==> config.mk <==
export PLATFORM = sky130hd
export DESIGN_NAME = glitch_reset_monitor
export DESIGN_NICKNAME = d
export VERILOG_FILES = /design/src/rtl/glitch_reset_monitor.sv
export SDC_FILE = /design/constraint.sdc
export NUM_CORES = 1
export LEC_CHECK = 0
export BUFFER_PORTS_ARGS = -buffer_cell sky130_fd_sc_hd__buf_4
export CAP_MARGIN = 30
export CORE_ASPECT_RATIO = 0.9
export CORE_MARGIN = 2
export CORE_UTILIZATION = 63
export CTS_BUF_LIST = sky130_fd_sc_hd__clkbuf_2
export DETAILED_ROUTE_END_ITERATION = 12
export GPL_TIMING_DRIVEN = 0
export PLACE_DENSITY_LB_ADDON = 0.3
export SETUP_SLACK_MARGIN = 0.5
export SLEW_MARGIN = 20
export SYNTH_ARGS = -nofsm -noshare
export SYNTH_HDL_FRONTEND = slang
export SYNTH_SLANG_ARGS = --single-unit
==> constraint.sdc <==
create_clock -name clk_in -period 2.3 [get_ports clk_in]
set_input_delay 0.115 -clock clk_in [delete_from_list [all_inputs] [get_ports clk_in]]
set_output_delay 0.115 -clock clk_in [all_outputs]
set_load 0.02 [all_outputs]
==> src/rtl/glitch_reset_monitor.sv <==
// Watches the target's reset/boot pin, rejects runt pulses, measures valid pulse width
// and fires a one-cycle trigger when the target comes out of reset.
module glitch_reset_monitor #(
  parameter bit ACTIVE_LOW = 1'b1,
  parameter int MIN_WIDTH  = 4,
  parameter int WIDTH_W    = 16,
  parameter int TIMEOUT    = 1000000,
  parameter int TO_W       = 24
) (
  input  logic               clk_in,
  input  logic               rst_n,
  input  logic               en,
  input  logic               abort,
  input  logic               tgt_rst,
  output logic               ready,
  output logic               trig,
  output logic               done,
  output logic               timeout,
  output logic [WIDTH_W-1:0] width
);

  typedef enum logic [2:0] {
    IDLE        = 3'd0,
    WAIT_REL    = 3'd1,
    WAIT_ASSERT = 3'd2,
    IN_RESET    = 3'd3,
    FINISH      = 3'd4
  } state_t;

  // Pin level that means "target running"; the synchronizer resets to it.
  localparam logic              IDLE_LVL = ACTIVE_LOW;
  localparam logic [WIDTH_W-1:0] W_ONE   = WIDTH_W'(1);
  localparam logic [WIDTH_W-1:0] W_MAX   = {WIDTH_W{1'b1}};
  localparam logic [WIDTH_W-1:0] MIN_W   = WIDTH_W'(MIN_WIDTH);
  localparam logic [TO_W-1:0]    TO_ONE  = TO_W'(1);
  localparam logic [TO_W-1:0]    TO_LAST = TO_W'(TIMEOUT - 1);
  localparam bit                 TO_EN   = (TIMEOUT != 0);

  logic               sync1_r, sync2_r;
  logic               line_a_s;
  logic               to_expired_s;
  state_t             state_r, state_s;
  logic [TO_W-1:0]    to_cnt_r, to_cnt_s;
  logic [WIDTH_W-1:0] w_cnt_r, w_cnt_s;
  logic [WIDTH_W-1:0] width_r, width_s;
  logic               timeout_r, timeout_s;
  logic               trig_r, trig_s;
  logic               done_r, done_s;

  // Two-flop synchronizer for the asynchronous target reset pin
  always_ff @(posedge clk_in) begin
    if (!rst_n) begin
      sync1_r <= IDLE_LVL;
      sync2_r <= IDLE_LVL;
    end else begin
      sync1_r <= tgt_rst;
      sync2_r <= sync1_r;
    end
  end

  assign line_a_s     = ACTIVE_LOW ? ~sync2_r : sync2_r;
  assign to_expired_s = TO_EN && (to_cnt_r >= TO_LAST);

  // State, counters and registered outputs
  always_ff @(posedge clk_in) begin
    if (!rst_n) begin
      state_r   <= IDLE;
      to_cnt_r  <= {TO_W{1'b0}};
      w_cnt_r   <= {WIDTH_W{1'b0}};
      width_r   <= {WIDTH_W{1'b0}};
      timeout_r <= 1'b0;
      trig_r    <= 1'b0;
      done_r    <= 1'b0;
    end else begin
      state_r   <= state_s;
      to_cnt_r  <= to_cnt_s;
      w_cnt_r   <= w_cnt_s;
      width_r   <= width_s;
      timeout_r <= timeout_s;
      trig_r    <= trig_s;
      done_r    <= done_s;
    end
  end

  // Next-state and next-output decode; abort outranks release and timeout
  always_comb begin
    state_s   = state_r;
    to_cnt_s  = to_cnt_r;
    w_cnt_s   = w_cnt_r;
    width_s   = width_r;
    timeout_s = timeout_r;
    trig_s    = 1'b0;
    done_s    = 1'b0;
    case (state_r)
      IDLE: begin
        if (en) begin
          state_s   = WAIT_REL;
          timeout_s = 1'b0;
          width_s   = {WIDTH_W{1'b0}};
          to_cnt_s  = {TO_W{1'b0}};
          w_cnt_s   = {WIDTH_W{1'b0}};
        end else begin
          state_s = IDLE;
        end
      end
      WAIT_REL: begin
        if (abort) begin
          state_s = IDLE;
        end else if (!line_a_s) begin
          state_s  = WAIT_ASSERT;
          to_cnt_s = to_cnt_r + TO_ONE;
        end else if (to_expired_s) begin
          state_s   = FINISH;
          timeout_s = 1'b1;
          done_s    = 1'b1;
        end else begin
          to_cnt_s = to_cnt_r + TO_ONE;
        end
      end
      WAIT_ASSERT: begin
        if (abort) begin
          state_s = IDLE;
        end else if (line_a_s) begin
          state_s  = IN_RESET;
          w_cnt_s  = W_ONE;
          to_cnt_s = to_cnt_r + TO_ONE;
        end else if (to_expired_s) begin
          state_s   = FINISH;
          timeout_s = 1'b1;
          done_s    = 1'b1;
        end else begin
          to_cnt_s = to_cnt_r + TO_ONE;
        end
      end
      IN_RESET: begin
        if (abort) begin
          state_s = IDLE;
        end else if (line_a_s) begin
          if (w_cnt_r != W_MAX) begin
            w_cnt_s = w_cnt_r + W_ONE;
          end else begin
            w_cnt_s = w_cnt_r;
          end
        end else if (w_cnt_r < MIN_W) begin
          state_s = WAIT_ASSERT;
          w_cnt_s = {WIDTH_W{1'b0}};
        end else begin
          state_s = FINISH;
          width_s = w_cnt_r;
          trig_s  = 1'b1;
          done_s  = 1'b1;
        end
      end
      FINISH: begin
        state_s = IDLE;
      end
      default: begin
        state_s = IDLE;
      end
    endcase
  end

  assign ready   = (state_r == IDLE);
  assign trig    = trig_r;
  assign done    = done_r;
  assign timeout = timeout_r;
  assign width   = width_r;

endmodule

==> metrics, run 1 <==
TritonCTS Sinks 64; Seq/Total Area, Yosys approximately 36%; FP Rows 26; Post-Syn Nets 453; I/O pin count 25; distinct cell type count after synthesis slightly above 60; status did not finish; multiplexer share of the synthesized area approximately 1.4%; die height between 70 and 80 um; simple logic cell fraction of the synthesized area a little over a quarter; Cell Area, Synth 3590 um2; Adder-Cell Fraction of Synth Area less than 1%; Worst EP post-GRT repair to_cnt_r[19]$_SDFFE_PN0P_/D; root buf cell clkbuf_2; Yosys warnings 0; Area contributors post-synth dfxtp_1, a21oi_1, nand2_1; Yosys top cell area share a little over a third; Failed at 5_1_grt; Max Root-Sink Buffers 2; Post-Syn Instances around 450; pre-CTS setup slack -0.144 ns; EDFF count, synth 0; PortBufs 22; Mapped Avg Cell Area approximately 8.0 um2; XOR/XNOR Fraction of Synth Area 0%; initial core utilization ~64%; gp weighted congestion around 0.9; H-tree Lvls 3; CTS Buf Count 9; classification of the worst endpoint register data pin; largest family of logic cells by synthesized area compound AO/OA/AOI/OAI gates; Synth Area in Compound Gates roughly 28%; Post-synth ARST share 0%; die width 83.5 um; Tool Error [ERROR DPL-0038] Utilization greater than 100%, impossible to legalize; HPWL after DPL between 7 and 8 mm; largest net degree at the start of global routing 12; cell taking the most area after synthesis dfxtp_1; Synth Register Bits between 60 and 70; ys flop type dfxtp_1
per-stage QoR:
stage / hold slack (ns) / util [%] / std cells / instance area [um2]
CTS: 0.0517 / 87.0 / 603 / 4870
floorplan: 0.216 / - / 446 / 3800
global placement: 0.296 / 72.4 / 538 / 4050
detailed placement: 0.304 / 72.4 / 538 / 4050
kinds of logic after synthesis:
kind of cell / after synthesis
flip-flops: 64
adder cells (fa/ha/maj): 2
buffers and inverters: 61
AO/OA/AOI/OAI: 139
multiplexers: 5
AND/OR/NAND/NOR: 175
what timing repair did:
item / CTS
gates cloned: 3
resized for setup: 78
pin swaps: 28
endpoints found under the hold margin: 5
hold buffers: 4
setup endpoints to repair: 61
buffers inserted: 42
Yosys cell counts, drive strengths merged (2+ instances only):
cell type and instances:
a211o 2, a211oi 2, a21oi 36, a221oi 6, a31oi 5, and3 3, and4 5, buf 11
clkbuf 22, dfxtp 64, ha 2, inv 28, mux2i 4, nand2 39, nand2b 5, nand3 28
nand3b 2, nand4 15, nor2 21, nor2b 5, nor3 13, nor4 18, o2111ai 4, o211ai 17
o21ai 22, o21ba 2, o221a 2, o221ai 15, o22ai 3, o31a 2, o31ai 10, or3 5
or4 10
==> run 2: changes to the inputs <==
Settings changed: CORE_ASPECT_RATIO 0.9 to default, CORE_UTILIZATION 63 to 40, CTS_BUF_LIST sky130_fd_sc_hd__clkbuf_2 to default, PLACE_DENSITY_LB_ADDON 0.3 to 0.15, SETUP_SLACK_MARGIN 0.5 to default.
==> metrics, run 2 <==
CTS tree done; largest reg by FF count to_cnt_r; Synth Area in Compound Gates 28.0% (unchanged); final wirelength roughly 11 mm; Critical Path AT about 2.5 ns; pre-CTS setup slack -0.470 ns (-0.326 ns); Yosys warnings 0 (unchanged); Mapped Avg Cell Area 8.04 um2 (unchanged); reg2reg start w_cnt_r[6]; total power approximately 0.0023 W; Area contributors post-synth dfxtp_1, a21oi_1, nand2_1; gp weighted congestion 0.855 (-4.7%); Post-Syn Nets 453 (unchanged); DRT iter0 DRCs roughly 310; most frequent cells in the layout dfxtp_1, nand2_1, buf_4; slew margin rel. a little under three fifths; Synth Register Bits 64 (unchanged); worst r2r path cells 6; WL met2 roughly 4.8 mm; Max Fclk approximately 440 MHz; root buf cell clkbuf_8; H-tree Lvls 3 (unchanged); Worst Path Max Fanout 6; layout cell share with drive strength beyond 1 22.2%; core area slightly below 9000 um2; Layout Skew 0.0106 ns; max reg flops 24; Crit Path Category reg -> reg; most frequent cell after synthesis dfxtp_1; I/O pin count 25 (unchanged); First-pass DRT Iterations 4; Ant. Diodes 0; number of max-cap violations 0; die height 98.7 um (+31%); Layout Nets roughly 500; worst min-delay path startpoint en; EDFF count, synth 0 (unchanged); Post-synth ARST share 0% (unchanged); Seq/Total Area, Yosys 35.7% (unchanged); Worst Path Required about 2.6 ns; largest family of logic cells by synthesized area compound AO/OA/AOI/OAI gates; R2R Path End w_cnt_r[13]; wire length on met3 between 500 and 600 um; Yosys top cell area share 35.7% (unchanged); initial core utilization 41.1% (-23 points); die width 98.7 um (+18%); largest net degree at the start of global routing 11; RSZ-0062 raised after global routing true; DRC violations left 0; Worst Setup End Kind register; uppermost layer routed met4; Reg clk slew, reported paths ~0.08 ns; final hold violation count 0; DRT met1 WL slightly above 5 mm; PortBufs 22 (unchanged); Finish-stage setup viols 0; setup tns final 0 ns; total number of vias 3,697; cell taking the most area after synthesis dfxtp_1; GRT Total Usage about 22%; vias in the first global route between 3,000 and 4,000; Area Growth Syn to Fin 21.7%; total grt overflow 0; R2R Setup Slk around 0.051 ns; Hold Crit Class in -> reg; FP Rows 34 (+31%); distinct cell type count after synthesis 62 (unchanged); power per cell area approximately 530 nW/um2; period utilization a little under 100%; HPWL after DPL 7.19 mm (+2.3%); Post-Syn Instances 446 (unchanged); Slew Viols, Final 0; simple logic cell fraction of the synthesized area 26.8% (unchanged); min cycle time layout ~2.2 ns; status complete, no violations; Hold Path End timeout; Synth top cells by count dfxtp_1, nand2_1, a21oi_1; ys flop type dfxtp_1; VDD IR max 0.273 mV; XOR/XNOR Fraction of Synth Area 0% (unchanged); Clock Latency Late Sink roughly 0.35 ns; Cell Area, Synth 3590 um2 (unchanged); Adder-Cell Fraction of Synth Area 0.698% (unchanged); Hold Path Stages 3; mean routed wirelength per cell around 18 um; Worst Tran Pin Value between 0.6 and 0.7 ns; multiplexer share of the synthesized area 1.43% (unchanged); setup slack after layout between 0.05 and 0.06 ns; Max Root-Sink Buffers 2 (unchanged); CTS Buf Count 9 (unchanged); Lkg Pwr ~1.4 nW; most common cell after layout, fill and taps aside dfxtp_1; crit path launch type register; TritonCTS Sinks 64 (unchanged); Routed Antenna Nets 0; first-pass GRT wire length about 18 mm; initial antenna violation count 0; vias per inst around 6.1; DIE AREA between 9000 and 10,000 um2
==> run 2: cell counts after synthesis <==
No cell type changed its count.
==> run 2: per-layer routing <==
layer	GRT usage (%)	vias to the layer above
met5	0	-
met3	3.69	17
met4	9.17	0
met1	32.2	1770
li1	-	1804
met2	32.5	106
==> run 2: what timing repair did <==
item	4_1_cts	5_1_grt
pin swaps	5	7
endpoints found under the setup margin	54	53
hold buffers	1	0
resized for setup	15	40
cloned	0	0
buffers inserted	8	6
hold endpoints to repair	1	0
==> run 2: area by class of cell <==
type                       instances  area, um2
buffer                            31        168
clock buffer                      11        141
clock inverter                     4       45.0
fill                             864       4360
inverter                          28        105
multi-input combinational        321       2190
sequential                        64       1290
tap                              108        135
timing repair buffer              37        288
==> run 2: worst max path at each step <==
| stage | start | endpoint | slack [ns] | cells past startpoint |
|---|---|---|---|---|
| final | w_cnt_r[6] | w_cnt_r[13] | 0.05 | 6 |
| after global placement | to_cnt_r[0] | to_cnt_r[17] | -0.44 | 7 |
| after detailed placement | to_cnt_r[0] | to_cnt_r[17] | -0.47 | 7 |
| after global routing | w_cnt_r[5] | w_cnt_r[6] | -0.03 | 6 |
| after floorplan | to_cnt_r[10] | to_cnt_r[17] | 0.20 | 7 |
| after CTS | state_r[0] | w_cnt_r[6] | 0.004 | 8 |
==> run 2: report_power, final <==
part           internal (W)  total [W]  leakage [nW]  switching (W)
Sequential          0.00111    0.00112         0.520     0.00000465
Combinational     0.0000704   0.000221         0.783       0.000151
Clock              0.000520   0.000973        0.0989       0.000454
Total               0.00170    0.00231          1.40       0.000609
==> run 2: worst max-delay path: stages (launching register included) <==
cell and delay [ns]:
dfxtp_1 0.37, nor4_2 0.33, nand4_1 0.20, a311o_1 0.46
buf_6 0.16, or4_1 0.53, a21oi_2 0.15
==> run 2: logic make-up after synthesis <==
kind of cell,count (synthesis)
simple gates,175
compound gates,139
flops,64
buf+inv,61
mux,5
fa+ha+maj,2
==> run 2: through the flow <==
step / hold slack, ns / cells / area (um2) / util [%]
after CTS: 0.0874 / 600 / 4220 / 48.4
after global routing: 0.122 / 604 / 4370 / 50.1
after floorplan: 0.216 / 446 / 3590 / -
after detailed placement: 0.310 / 576 / 3890 / 44.6
after global placement: 0.312 / 576 / 3890 / 44.6
final: 0.0934 / 604 / 4370 / 50.1
Power figures use the tool's default switching activity.
==> run 3: changes to the inputs <==
Settings changed: PLACE_DENSITY_LB_ADDON 0.15 to default.
==> metrics, run 3 (synthesis gave the netlist of run 2 again) <==
setup slack after layout 0.0594 ns (+0.00888 ns); Max Root-Sink Buffers 2 (unchanged); period utilization 97.4% (-0.39 points); worst r2r path cells 8 (+2); first-pass GRT wire length 17.3 mm (-1.1%); CP top delay family simple AND/OR/NAND/NOR gates; area occupied by multi-input gates 2240 um2 (+2.1%); total power 0.00243 W (+5.4%); Worst Path Required 2.57 ns (about the same); DRT iter0 DRCs 236 (-23%); FP Rows 34 (unchanged); Worst path max stage delay 0.41 ns (-0.12 ns); R2R Setup Slk 0.06 ns (about the same); max reg flops 24 (unchanged); register area 1300 um2 (+0.29%); Finish-stage setup viols 0 (unchanged); DRC violations left 0 (unchanged); total grt overflow 0 (unchanged); Crit Path Category reg -> reg; setup tns final 0 ns (unchanged); Worst Setup End Kind register; Worst Path Max Fanout 10 (+4); CP max-delay cell dfxtp_1; Ant. Diodes 0 (unchanged); Routed Antenna Nets 0 (unchanged); CP Buf/Inv Count 2 (+1); Crit path top cell by count clkbuf_4; CTS tree done; final wirelength 10.8 mm (+0.69%); First-pass DRT Iterations 5 (+1); Max Fclk 446 MHz (+0.40%); final hold violation count 0 (unchanged); most frequent cells in the layout dfxtp_1, buf_4, nand2_1; Lkg Pwr 1.44 nW (+2.6%); GRT Total Usage 21.9% (-0.24 points); Clock Latency Late Sink 0.35 ns (about the same); crit path launch type register; PortBufs 22 (unchanged); Worst Tran Pin Value 0.603 ns (-0.0414 ns); Hold Crit Class in -> reg; die width 98.7 um (unchanged); total number of vias 3,760 (+1.7%); pre-CTS setup slack -0.363 ns (+0.108 ns); largest net degree at the start of global routing 13 (+2); Slew Viols, Final 0 (unchanged); Reg clk slew, reported paths 0.08 ns (about the same); mean routed wirelength per cell 17.6 um (-0.63%); most common cell after layout, fill and taps aside dfxtp_1; number of max-cap violations 0 (unchanged); Area Growth Syn to Fin 25.3%; Critical Path, Cell by Cell ha_1, nand3_2, nor3_4, and4_2, clkbuf_4, clkbuf_4, o31ai_1, a21oi_1; DIE AREA 9740 um2 (unchanged); Layout Skew 0.00955 ns (-0.00108 ns); die height 98.7 um (unchanged); vias per inst 6.14 (+0.37%); H-tree Lvls 3 (unchanged); Layout Nets 506 (+1.4%); VDD IR max 0.262 mV (-4.0%); root buf cell clkbuf_8; WHS 0.106 ns (+0.0129 ns); largest reg by FF count to_cnt_r; min cycle time layout 2.24 ns (-0.00888 ns); Critical Path AT 2.51 ns (about the same); Fill cells 829 (-4.1%); TritonCTS Sinks 64 (unchanged); Stages on worst setup path 8 (+2); layout cell share with drive strength beyond 1 25.6% (+3.4 points); slew margin rel. 59.5% (+2.8 points); DP Cell Count 576 (unchanged); power per cell area 542 nW/um2 (+2.4%); status complete, no violations; initial antenna violation count 0 (unchanged); CTS Buf Count 9 (unchanged); final non-filler cell total 612 (+1.3%); vias in the first global route 3,438 (-1.9%); gp weighted congestion 0.882 (+3.1%); HPWL after DPL 7.16 mm (-0.33%); Hold Path Stages 3 (unchanged); core area 8720 um2 (unchanged); I/O pin count 25 (unchanged); initial core utilization 41.1% (unchanged)
[run 3: cell types whose count changed in the layout (fill, tap and decap cells not counted), sizes merged]
cell      change
clkinvlp      +3
bufinv        +1
buf           +6
clkinv        -1
clkbuf        -1
[run 3: worst paths after layout]
| check | from | to |
|---|---|---|
| hold reg to reg | sync1_r | sync2_r |
| hold / removal | en | timeout |
| setup / recovery | w_cnt_r[1] | w_cnt_r[7] |
| setup reg to reg | w_cnt_r[1] | w_cnt_r[7] |
[run 3: area by class of cell]
type	instances	share of cell area [%]
Timing Repair Buffer	44	7.44
Clock buffer	9	2.76
Inverter	28	2.34
Multi-Input combinational cell	321	49.8
Clock inverter	7	2.14
Tap cell	108	3.01
Buffer	31	3.65
Sequential cell	64	28.9
[run 3: power breakdown]
| group | internal, W | leakage (nW) | switching [W] |
|---|---|---|---|
| Combinational | 0.0000717 | 0.816 | 0.000151 |
| Sequential | 0.00111 | 0.521 | 0.00000453 |
| Clock | 0.000610 | 0.101 | 0.000489 |
| Total | 0.00179 | 1.44 | 0.000644 |
[run 3: per-layer routing]
| metal | routed length (um) | GRT usage, % |
|---|---|---|
| met4 | 191 | 9.27 |
| met1 | 4980 | 30.9 |
| met2 | 5020 | 33.5 |
| met3 | 596 | 3.19 |
| met5 | 0 | 0 |
[run 3: timing repair]
action	CTS	global route
pin swaps	8	16
gates cloned	1	0
hold buffers	1	0
hold endpoints to repair	1	0
setup buffers	6	14
endpoints found under the setup margin	54	50
resized for setup	16	50
[run 3: worst register-to-register path: cells and delay by family (launching register included)]
| kind | cells | cell delay [ns] |
|---|---|---|
| AND/OR/NAND/NOR | 3 | 0.79 |
| buffers and inverters | 2 | 0.50 |
| adder cells (fa/ha/maj) | 1 | 0.24 |
| flip-flops | 1 | 0.41 |
| AO/OA/AOI/OAI | 2 | 0.24 |
[run 3: per-stage QoR]
stage | utilization, % | instance area, um2
3_5_place_dp | 44.6 | 3890
2_1_floorplan | - | 3590
3_3_place_gp | 44.6 | 3890
4_1_cts | 48.6 | 4240
5_1_grt | 51.5 | 4490
6_report | 51.5 | 4490
